### config.mk
export PLATFORM = sky130hd
export DESIGN_NAME = epc_reg_bridge_flat
export DESIGN_NICKNAME = d
export VERILOG_FILES = /design/src/rtl/epc_reg_bridge_if.sv /design/src/rtl/epc_reg_bridge.sv /design/src/flat_wrapper.sv
export SDC_FILE = /design/constraint.sdc
export NUM_CORES = 1
export LEC_CHECK = 0
export CAP_MARGIN = 40
export CORE_MARGIN = 3
export CORE_UTILIZATION = 39
export CTS_BUF_LIST = sky130_fd_sc_hd__clkbuf_16
export CTS_CLUSTER_SIZE = 10
export DETAILED_ROUTE_END_ITERATION = 10
export PLACE_DENSITY = 0.81
export SLEW_MARGIN = 0
export SYNTH_ARGS = -nofsm -noshare
export SYNTH_HDL_FRONTEND = slang
export SYNTH_SLANG_ARGS = --single-unit
export TNS_END_PERCENT = 10
### constraint.sdc
create_clock -name clk -period 2.4 [get_ports clk]
set_input_delay 0.72 -clock clk [delete_from_list [all_inputs] [get_ports clk]]
set_output_delay 0.72 -clock clk [all_outputs]
set_load 0.05 [all_outputs]
### src/rtl/epc_reg_bridge_if.sv
// EPC-side bus between the PS AXI-EPC pins (master) and a fabric register bridge (slave).
// Bit 0 is the MS bit on every vector, matching the EPC_INTF_* pin numbering.
interface epc_reg_bridge_if;
    logic        epc_cs_n;
    logic        epc_rnw;
    logic        epc_rd_n;
    logic        epc_wr_n;
    logic [0:3]  epc_be;
    logic [0:31] epc_addr;
    logic [0:31] epc_data_i;
    logic [0:31] epc_data_o;
    logic        epc_rdy;

    modport master (
        output epc_cs_n, epc_rnw, epc_rd_n, epc_wr_n, epc_be, epc_addr, epc_data_i,
        input  epc_data_o, epc_rdy
    );

    modport slave (
        input  epc_cs_n, epc_rnw, epc_rd_n, epc_wr_n, epc_be, epc_addr, epc_data_i,
        output epc_data_o, epc_rdy
    );
endinterface

### src/rtl/epc_reg_bridge.sv
// EPC chip-select slave -> single-cycle register bus bridge for the clock/NTP register bank.
// Optional read-wait timeout enabled by defining EPC_TIMEOUT_EN.
module epc_reg_bridge #(
    parameter int          AW             = 8,
    parameter int          TIMEOUT_CYCLES = 255,
    parameter logic [31:0] TIMEOUT_DATA   = 32'hDEAD_BEEF
) (
    input  logic              clk,
    input  logic              rst,
    epc_reg_bridge_if.slave   epc,
    output logic [AW-1:0]     reg_addr,
    output logic [31:0]       reg_wdata,
    output logic [3:0]        reg_be,
    output logic              reg_wr,
    output logic              reg_rd,
    input  logic [31:0]       reg_rdata,
    input  logic              reg_rvalid,
    output logic              timeout_err
);
    typedef enum logic [2:0] {IDLE, WR, RD_REQ, RD_WAIT, ACK, HOLD} state_t;

    state_t state, state_nxt;
    logic   wr_start, rd_start, bus_idle, data_load, timeout_hit;

    // A start needs exactly the strobe that matches rnw; both strobes low is a bus error.
    assign wr_start = !epc.epc_cs_n && !epc.epc_rnw && !epc.epc_wr_n &&  epc.epc_rd_n;
    assign rd_start = !epc.epc_cs_n &&  epc.epc_rnw && !epc.epc_rd_n &&  epc.epc_wr_n;
    assign bus_idle =  epc.epc_cs_n || (epc.epc_rd_n && epc.epc_wr_n);

    assign data_load = reg_rvalid && (state == RD_REQ || state == RD_WAIT);

    always_ff @(posedge clk) begin
        if (rst) state <= IDLE;
        else     state <= state_nxt;
    end

    always_comb begin
        state_nxt   = state;
        reg_wr      = 1'b0;
        reg_rd      = 1'b0;
        epc.epc_rdy = 1'b0;
        case (state)
            IDLE: begin
                if (wr_start)      state_nxt = WR;
                else if (rd_start) state_nxt = RD_REQ;
            end
            WR: begin
                reg_wr    = 1'b1;
                state_nxt = ACK;
            end
            RD_REQ: begin
                reg_rd    = 1'b1;
                state_nxt = reg_rvalid ? ACK : RD_WAIT;
            end
            RD_WAIT: begin
                if (reg_rvalid || timeout_hit) state_nxt = ACK;
            end
            ACK: begin
                epc.epc_rdy = 1'b1;
                state_nxt   = HOLD;
            end
            HOLD: begin
                // Held strobes park here so one CPU access never becomes two.
                if (bus_idle) state_nxt = IDLE;
            end
            default: state_nxt = IDLE;
        endcase
    end

    // Ascending EPC vectors land MSB-first in the descending register-bus vectors,
    // so reg_wdata[31-i] = epc_data_i[i] and reg_be[3-k] = epc_be[k] fall out of plain copies.
    always_ff @(posedge clk) begin
        if (rst) begin
            reg_addr       <= '0;
            reg_wdata      <= '0;
            reg_be         <= '0;
            epc.epc_data_o <= '0;
        end else begin
            if (state == IDLE && (wr_start || rd_start)) begin
                reg_addr  <= epc.epc_addr[30-AW:29];
                reg_wdata <= epc.epc_data_i;
                reg_be    <= epc.epc_be;
            end
            if (data_load)        epc.epc_data_o <= reg_rdata;
            else if (timeout_hit) epc.epc_data_o <= TIMEOUT_DATA;
        end
    end

`ifdef EPC_TIMEOUT_EN
    localparam int TW = $clog2(TIMEOUT_CYCLES + 1);

    logic [TW-1:0] wait_cnt;

    // wait_cnt counts completed RD_WAIT cycles; it sits at zero outside RD_WAIT.
    assign timeout_hit = (state == RD_WAIT) && !reg_rvalid &&
                         (wait_cnt == TW'(TIMEOUT_CYCLES - 1));

    always_ff @(posedge clk) begin
        if (rst) begin
            wait_cnt    <= '0;
            timeout_err <= 1'b0;
        end else begin
            if (state == RD_WAIT) wait_cnt <= wait_cnt + 1'b1;
            else                  wait_cnt <= '0;
            if (timeout_hit) timeout_err <= 1'b1;
        end
    end
`else
    localparam int unused_timeout_cycles = TIMEOUT_CYCLES;

    assign timeout_hit = 1'b0;
    assign timeout_err = 1'b0;
`endif

    // Address bits outside the word window are decoded upstream by cs_n.
    logic unused_addr;
    assign unused_addr = ^{epc.epc_addr[0:29-AW], epc.epc_addr[30:31]};

endmodule

### src/flat_wrapper.sv
// flat-port wrapper written by rule: the top's interface ports become plain ports
module epc_reg_bridge_flat 
#(
    parameter int          AW             = 8,
    parameter int          TIMEOUT_CYCLES = 255,
    parameter logic [31:0] TIMEOUT_DATA   = 32'hDEAD_BEEF
)
  (clk, rst, reg_addr, reg_wdata, reg_be, reg_wr, reg_rd, reg_rdata, reg_rvalid, timeout_err, epc_epc_cs_n, epc_epc_rnw, epc_epc_rd_n, epc_epc_wr_n, epc_epc_be, epc_epc_addr, epc_epc_data_i, epc_epc_data_o, epc_epc_rdy);
  epc_reg_bridge_if epc_i ();
  input  logic clk;
  input  logic rst;
  output logic [AW-1:0] reg_addr;
  output logic [31:0] reg_wdata;
  output logic [3:0] reg_be;
  output logic reg_wr;
  output logic reg_rd;
  input  logic [31:0] reg_rdata;
  input  logic reg_rvalid;
  output logic timeout_err;
  input wire logic [$bits(epc_i.epc_cs_n)-1:0] epc_epc_cs_n;
  input wire logic [$bits(epc_i.epc_rnw)-1:0] epc_epc_rnw;
  input wire logic [$bits(epc_i.epc_rd_n)-1:0] epc_epc_rd_n;
  input wire logic [$bits(epc_i.epc_wr_n)-1:0] epc_epc_wr_n;
  input wire logic [$bits(epc_i.epc_be)-1:0] epc_epc_be;
  input wire logic [$bits(epc_i.epc_addr)-1:0] epc_epc_addr;
  input wire logic [$bits(epc_i.epc_data_i)-1:0] epc_epc_data_i;
  output wire logic [$bits(epc_i.epc_data_o)-1:0] epc_epc_data_o;
  output wire logic [$bits(epc_i.epc_rdy)-1:0] epc_epc_rdy;
  assign epc_i.epc_cs_n = epc_epc_cs_n;
  assign epc_i.epc_rnw = epc_epc_rnw;
  assign epc_i.epc_rd_n = epc_epc_rd_n;
  assign epc_i.epc_wr_n = epc_epc_wr_n;
  assign epc_i.epc_be = epc_epc_be;
  assign epc_i.epc_addr = epc_epc_addr;
  assign epc_i.epc_data_i = epc_epc_data_i;
  assign epc_epc_data_o = epc_i.epc_data_o;
  assign epc_epc_rdy = epc_i.epc_rdy;
  epc_reg_bridge #(.AW(AW), .TIMEOUT_CYCLES(TIMEOUT_CYCLES), .TIMEOUT_DATA(TIMEOUT_DATA)) u_core (.clk(clk), .rst(rst), .epc(epc_i), .reg_addr(reg_addr), .reg_wdata(reg_wdata), .reg_be(reg_be), .reg_wr(reg_wr), .reg_rd(reg_rd), .reg_rdata(reg_rdata), .reg_rvalid(reg_rvalid), .timeout_err(timeout_err));
endmodule
==> key figures, run 1 <==
CTS
  – H-tree depth: 3
  – PostCTS Resize Cnt: 0
  – Hold_buf cts: 0
  – Root Driver: clkbuf_16
  – Post-CTS Setup Inserts: 0
  – Clock slew at reported path FFs: 0.06 ns
  – Total CTS buffers: 9
  – TritonCTS clock tree: done
  – Clock Sinks: between 70 and 80
  – Clk buf depth: 2
  – Worst skew pair latency: about 0.32 ns

Synthesis
  – Synth top area share: 0.473
  – Post-Syn Nets: roughly 470
  – Synth area leaders: dfxtp_1 47%, nand2b_1 16%, mux2i_1 13%
  – Cell Area, Synth: 3340 sq um
  – Cells after Synth: 360
  – Synth unique cells: 28
  – Syn. warnings: 0
  – Yosys reg bits: ~80
  – Syn Area/Cell: just over 9 sq um
  – Sequential share of the synthesized area: 0.473
  – Leading area contributor after synthesis: dfxtp_1

Floorplan
  – Die area: 9720 sq um
  – Initial Util: 0.405
  – Rows: 33
  – Core area: ~8300 sq um
  – Die H: 98.6 microns
  – I/O pins: about 190
  – Die Width: 98.6 microns

Cells and area
  – Layout cells sized above 1: 0.0656
  – Most frequent cells in the layout: 157 x clkdlybuf4s50_1, 88 x nand2b_1, 79 x dfxtp_1, 65 x nand2_1, 44 x mux2i_1
  – Final core occ: 0.640
  – Final #Nets: slightly above 600
  – Most common cell after layout, fill and taps aside: clkdlybuf4s50_1
  – Area growth syn-to-layout: 58.2%
  – Inserted Diodes: 0

Routing
  – Detailed Routing Iterations Pass 1: 4
  – Via count: between 2000 and 3000
  – WL final: 8.14 mm
  – Routed Antenna Nets: 0
  – DR iter-0 viols: 36
  – DR vias/cell: between 4 and 5
  – # DRC: 0
  – WL per Instance: approximately 13 microns

Power
  – Seq pwr share: 0.424
  – Leak: roughly 1.8 nW
  – Pint: 2.43 mW
  – Logic pwr share: 0.175
  – Switch share: 0.254
  – Clock Power Share: 0.400
  – Max VDD drop: approximately 0.42 mV
  – Pwr Density: about 620 nW/um^2
  – NetSw: just over 0.8 mW

Worst setup path
  – Max Fanout on Critical Path: 2
  – Critical Path RT: 1.68 ns
  – Crit path kind: reg2out
  – Worst path arrival time: 1.49 ns
  – Worst-path cell chain: clkdlybuf4s50_1
  – FF-to-FF End: u_core.reg_wdata[21]
  – Crit path buf inv count: 1
  – Worst path max stage delay: ~0.83 ns
  – FF-to-FF Start: u_core.state[2]
  – Critical-path top delay cell: clkdlybuf4s50_1
  – CP startpoint kind: flop
  – R2r setup slk: ~0.65 ns
  – Cell depth of the worst flop-to-flop path: 4
  – Setup crit end kind: primary output
  – Crit path max-delay family: buffers and inverters

STA
  – Final period util: 0.920
  – Hold slack: 0.451 ns
  – Final setup fails: 0
  – Slew @ Worst Pin: around 0.54 ns
  – Setup TNS: 0 ns
  – Minimum clock period: roughly 2.2 ns
  – Unrepaired setup endpoints after global routing: false
  – Fmax: 0.453 GHz
  – Max-slew violations: 0
  – Clock Skew: a little under 0.01 ns
  – Post-route setup slack: between 0.15 and 0.2 ns
  – Final hold vios: 0
  – Slew HR: 0.641

Global route
  – Met2 Resource Use GR: 0.265
  – Total grt overflow: 0
  – Vias in the first global route: 2800
  – Met1 usage: 0.205
  – Top Usage Layer GRT: met2
  – First-pass GRT wire length: between 10 and 15 mm
  – GRT Overall Usage: 0.165
  – Met3 GRT Util: 0.0694
  – Initial antenna violation count: 0
  – Largest net degree at the start of global routing: roughly 120

Min path
  – Min-Delay Endpoint: u_core.epc.epc_data_o[22]
  – Hold Startpoint: u_core.epc.epc_data_o[22]
  – Worst Hold Class: reg2reg
  – Hold Path Cell Cnt: 2

Placed design
  – Input/output buffers: ~160
  – Detail Placement HPWL: around 5.8 mm
  – GPL Wtd Cong: 0.771
  – Post-place setup slack: -0.0860 ns

Outcome
  – Status: completed

Job
  – Max-cap viol count: 0
layer usage:
layer  wire [microns]  up-vias
li1                 -     1467
met1             3670     1280
met2             3660      115
met3              797        2
met4               18        0
met5                0        -
through the flow:
| step | total power, mW | std cells | area [sq um] |
|---|---|---|---|
| 2_1_floorplan | 1.74 | 360 | 3340 |
| 3_3_place_gp | 1.98 | 607 | 5000 |
| 5_1_grt | 3.40 | 623 | 5290 |
| 4_1_cts | 3.31 | 623 | 5290 |
| 3_5_place_dp | 1.99 | 607 | 5000 |
| 6_report | 3.26 | 623 | 5290 |
synthesized netlist by cell type (all sizes together):
cell type   n
a211oi      3
a21oi      33
a31oi       1
and2        1
and2b       1
and3b       1
buf         7
clkbuf     21
conb        1
dfxtp      79
inv         1
mux2i      44
nand2      65
nand2b     88
nand3b      2
nand4b      1
nor2        1
nor2b       1
nor3        1
nor3b       2
nor4b       1
o21ai       1
o21ba       1
or3b        2
or4         1
state kept, by name (all words and copies together) (netlist names):
signal                 flops
u_core.epc.epc_data_o     32
u_core.reg_wdata          32
u_core.reg_addr            8
u_core.reg_be              4
u_core.state               3
kinds of logic (layout without fill, tap and decap cells):
kind of cell | count (synthesis) | in the layout | synth area share
and+or+nand+nor | 168 | 168 | 0.273
DFF | 79 | 79 | 0.473
other | 1 | 1 | 0.00112
buffers and inverters | 29 | 187 | 0.0577
muxes | 44 | 44 | 0.132
AOI/OAI and AO/OA | 39 | 39 | 0.0636
worst max path at each step:
stage	start	end	slack [ns]	cells past startpoint
floorplan	u_core.state[2]	reg_rd	0.03	2
global placement	epc_epc_rd_n	u_core.reg_addr[0]	-0.04	5
detailed placement	epc_epc_rd_n	u_core.reg_wdata[21]	-0.09	5
CTS	u_core.reg_wdata[1]	reg_wdata[1]	0.18	1
global route	u_core.reg_wdata[6]	reg_wdata[6]	0.15	1
finish	u_core.reg_wdata[1]	reg_wdata[1]	0.19	1
area by class of cell:
cell class | instances | area, sq um
Inverter | 1 | 3.75
Clock inverter | 7 | 65.1
Clock buffer | 9 | 225
Multi-Input combinational cell | 252 | 1580
Timing Repair Buffer | 170 | 1700
Tap cell | 105 | 131
Sequential cell | 79 | 1580
Fill cell | 679 | 2970
power by group through the flow:
stage	Sequential (mW)	Combinational, mW	Clock [mW]
CTS	1.39	0.577	1.34
global placement	1.41	0.569	0
floorplan	1.55	0.198	0
detailed placement	1.41	0.575	0
global route	1.39	0.606	1.40
finish	1.39	0.573	1.31
Power figures use the tool's default switching activity.
==> inputs of run 2 (changes only) <==
--- a/config.mk
+++ b/config.mk
@@ -5,12 +5,14 @@
 export SDC_FILE = /design/constraint.sdc
 export NUM_CORES = 1
 export LEC_CHECK = 0
+export ABC_CLOCK_PERIOD_IN_PS = 2400
 export CAP_MARGIN = 40
 export CORE_MARGIN = 3
 export CORE_UTILIZATION = 39
 export CTS_BUF_LIST = sky130_fd_sc_hd__clkbuf_16
 export CTS_CLUSTER_SIZE = 10
 export DETAILED_ROUTE_END_ITERATION = 10
+export GPL_TIMING_DRIVEN = 0
 export PLACE_DENSITY = 0.81
 export SLEW_MARGIN = 0
 export SYNTH_ARGS = -nofsm -noshare
==> key figures, run 2 (synthesis gave the netlist of run 1 again) <==
Routing
  – Routed Antenna Nets: 0
  – # DRC: 0
  – WL final: between 8 and 9 mm
  – Detailed Routing Iterations Pass 1: 4
  – DR vias/cell: roughly 4.7
  – Via count: 3005
  – DR iter-0 viols: 29
  – WL per Instance: 13.9 microns

STA
  – Slew @ Worst Pin: between 0.5 and 0.6 ns
  – Slew HR: 0.630
  – Fmax: 0.451 GHz
  – Max-slew violations: 0
  – Final period util: 0.924
  – Final hold vios: 0
  – Final setup fails: 0
  – Minimum clock period: between 2 and 2.5 ns
  – Clock Skew: between 0.006 and 0.007 ns
  – Unrepaired setup endpoints after global routing: false

Power
  – Leak: between 1.5 and 2 nW
  – Pwr Density: 615 nW/um^2
  – Tot Pwr: roughly 3.3 mW
  – Max VDD drop: ~0.35 mV

Global route
  – Largest net degree at the start of global routing: 14
  – First-pass GRT wire length: between 10 and 15 mm
  – Vias in the first global route: between 3000 and 4000
  – Total grt overflow: 0
  – Initial antenna violation count: 0
  – GRT Overall Usage: 0.183

CTS
  – Total CTS buffers: 9
  – H-tree depth: 3
  – Worst skew pair latency: approximately 0.32 ns
  – Clock slew at reported path FFs: 0.06 ns
  – TritonCTS clock tree: done
  – Root Driver: clkbuf_16
  – Clk buf depth: 2
  – Clock Sinks: just under 80

Cells and area
  – Layout cells sized above 1: 0.0578
  – Area of the multi-input gates: between 1500 and 2000 sq um
  – Post-Layout Cell Count: around 640
  – Filler Cells Inserted: 686
  – Final #Nets: between 600 and 700
  – Seq. cell area: approximately 1600 sq um
  – Top flop regs: u_core.epc.epc_data_o x32, u_core.reg_wdata x32, u_core.reg_addr x8
  – Inserted Diodes: 0
  – Most frequent cells in the layout: 157 x clkdlybuf4s50_1, 88 x nand2b_1, 79 x dfxtp_1, 65 x nand2_1, 44 x mux2i_1
  – Most common cell after layout, fill and taps aside: clkdlybuf4s50_1
  – Area growth syn-to-layout: 60.1%

Worst setup path
  – Stages on worst setup path: 1
  – Crit path kind: reg2out
  – Worst-path cell chain: clkdlybuf4s50_1
  – Cell depth of the worst flop-to-flop path: 6
  – Setup crit end kind: primary output
  – Crit. Startpoint: u_core.reg_be[3]
  – Crit path buf inv count: 1
  – Worst path arrival time: ~1.5 ns
  – CP Capture Point: reg_be[3]
  – R2r setup slk: ~0.66 ns
  – CP startpoint kind: flop
  – Critical Path RT: between 1.5 and 2 ns
  – FF-to-FF End: u_core.reg_addr[6]
  – Worst path max stage delay: around 0.84 ns
  – FF-to-FF Start: u_core.state[1]
  – Crit path max-delay family: buffers and inverters
  – Max Fanout on Critical Path: 2
  – Critical-path top delay cell: clkdlybuf4s50_1

Floorplan
  – Die H: 98.6 microns
  – Core area: 8260 sq um
  – Initial Util: 0.405
  – I/O pins: roughly 190
  – Die area: between 9000 and 10000 sq um
  – Rows: 33
  – Die Width: 98.6 microns

Placed design
  – Input/output buffers: 160
  – Detail Placement HPWL: 6.89 mm
  – GPL Wtd Cong: 0.826
  – Placed Cells: 625

Min path
  – Worst Hold Class: reg2reg

Outcome
  – Status: completed

Job
  – Max-cap viol count: 0
==> run 2: changes by cell type in the layout (fill, tap and decap cells not counted) <==
cell	change
buf_12	+1
a21oi_2	+1
buf_2	-1
a21oi_4	-1
clkbuf_1	+21
clkinv_2	-1
clkinvlp_4	+3
clkbuf_2	+3
buf_6	+2
buf_4	-8
clkinv_4	-2
==> run 2: report_power, final <==
| part | internal [mW] | switching (mW) | leakage (nW) |
|---|---|---|---|
| combinational | 0.287 | 0.304 | 1.06 |
| sequential | 1.36 | 0.0240 | 0.639 |
| clock | 0.796 | 0.520 | 0.136 |
==> run 2: final cells by class <==
type | instances | share of cell area
sequential | 79 | 0.296
multi-input combinational | 252 | 0.293
tap | 105 | 0.0246
inverter | 1 | 0.000702
clock inverter | 7 | 0.0122
timing repair buffer | 160 | 0.297
buffer | 28 | 0.0353
clock buffer | 9 | 0.0421
==> run 2: worst min path at each step <==
stage,from,end,slack [ns],cells past startpoint
floorplan,u_core.state[0],u_core.state[0],0.59,3
global placement,u_core.epc.epc_data_o[31],u_core.epc.epc_data_o[31],0.44,2
detailed placement,u_core.epc.epc_data_o[8],u_core.epc.epc_data_o[8],0.45,2
CTS,u_core.epc.epc_data_o[8],u_core.epc.epc_data_o[8],0.46,2
global route,u_core.epc.epc_data_o[8],u_core.epc.epc_data_o[8],0.47,2
finish,u_core.epc.epc_data_o[8],u_core.epc.epc_data_o[8],0.45,2
==> run 2: layer usage <==
metal  global-route usage  vias to the layer above  part of all wire
met2                0.309                      118              0.47
met5                    0                        -                 0
met1                0.217                     1367              0.44
li1                     -                     1511                 -
met4               0.0536                        0             0.011
met3               0.0686                        9             0.080
==> run 2: through the flow <==
step | setup WS, ns | instance area [sq um] | TNS [ns] | utilization | hold slack (ns)
3_5_place_dp | -0.127 | 5070 | -3.46 | 0.615 | 0.448
6_report | 0.182 | 5350 | 0 | 0.648 | 0.454
3_3_place_gp | -0.0591 | 5070 | -2.06 | 0.615 | 0.442
2_1_floorplan | 0.0303 | 3340 | 0 | - | 0.594
4_1_cts | 0.0151 | 5360 | 0 | 0.649 | 0.456
5_1_grt | 0.120 | 5350 | 0 | 0.648 | 0.471
==> run 2: repair_timing <==
action	4_1_cts	5_1_grt
endpoints found under the setup margin	3	3
setup buffers	0	0
hold buffers	0	0
resized for setup	4	7
endpoints found under the hold margin	0	0
pin swaps	0	0
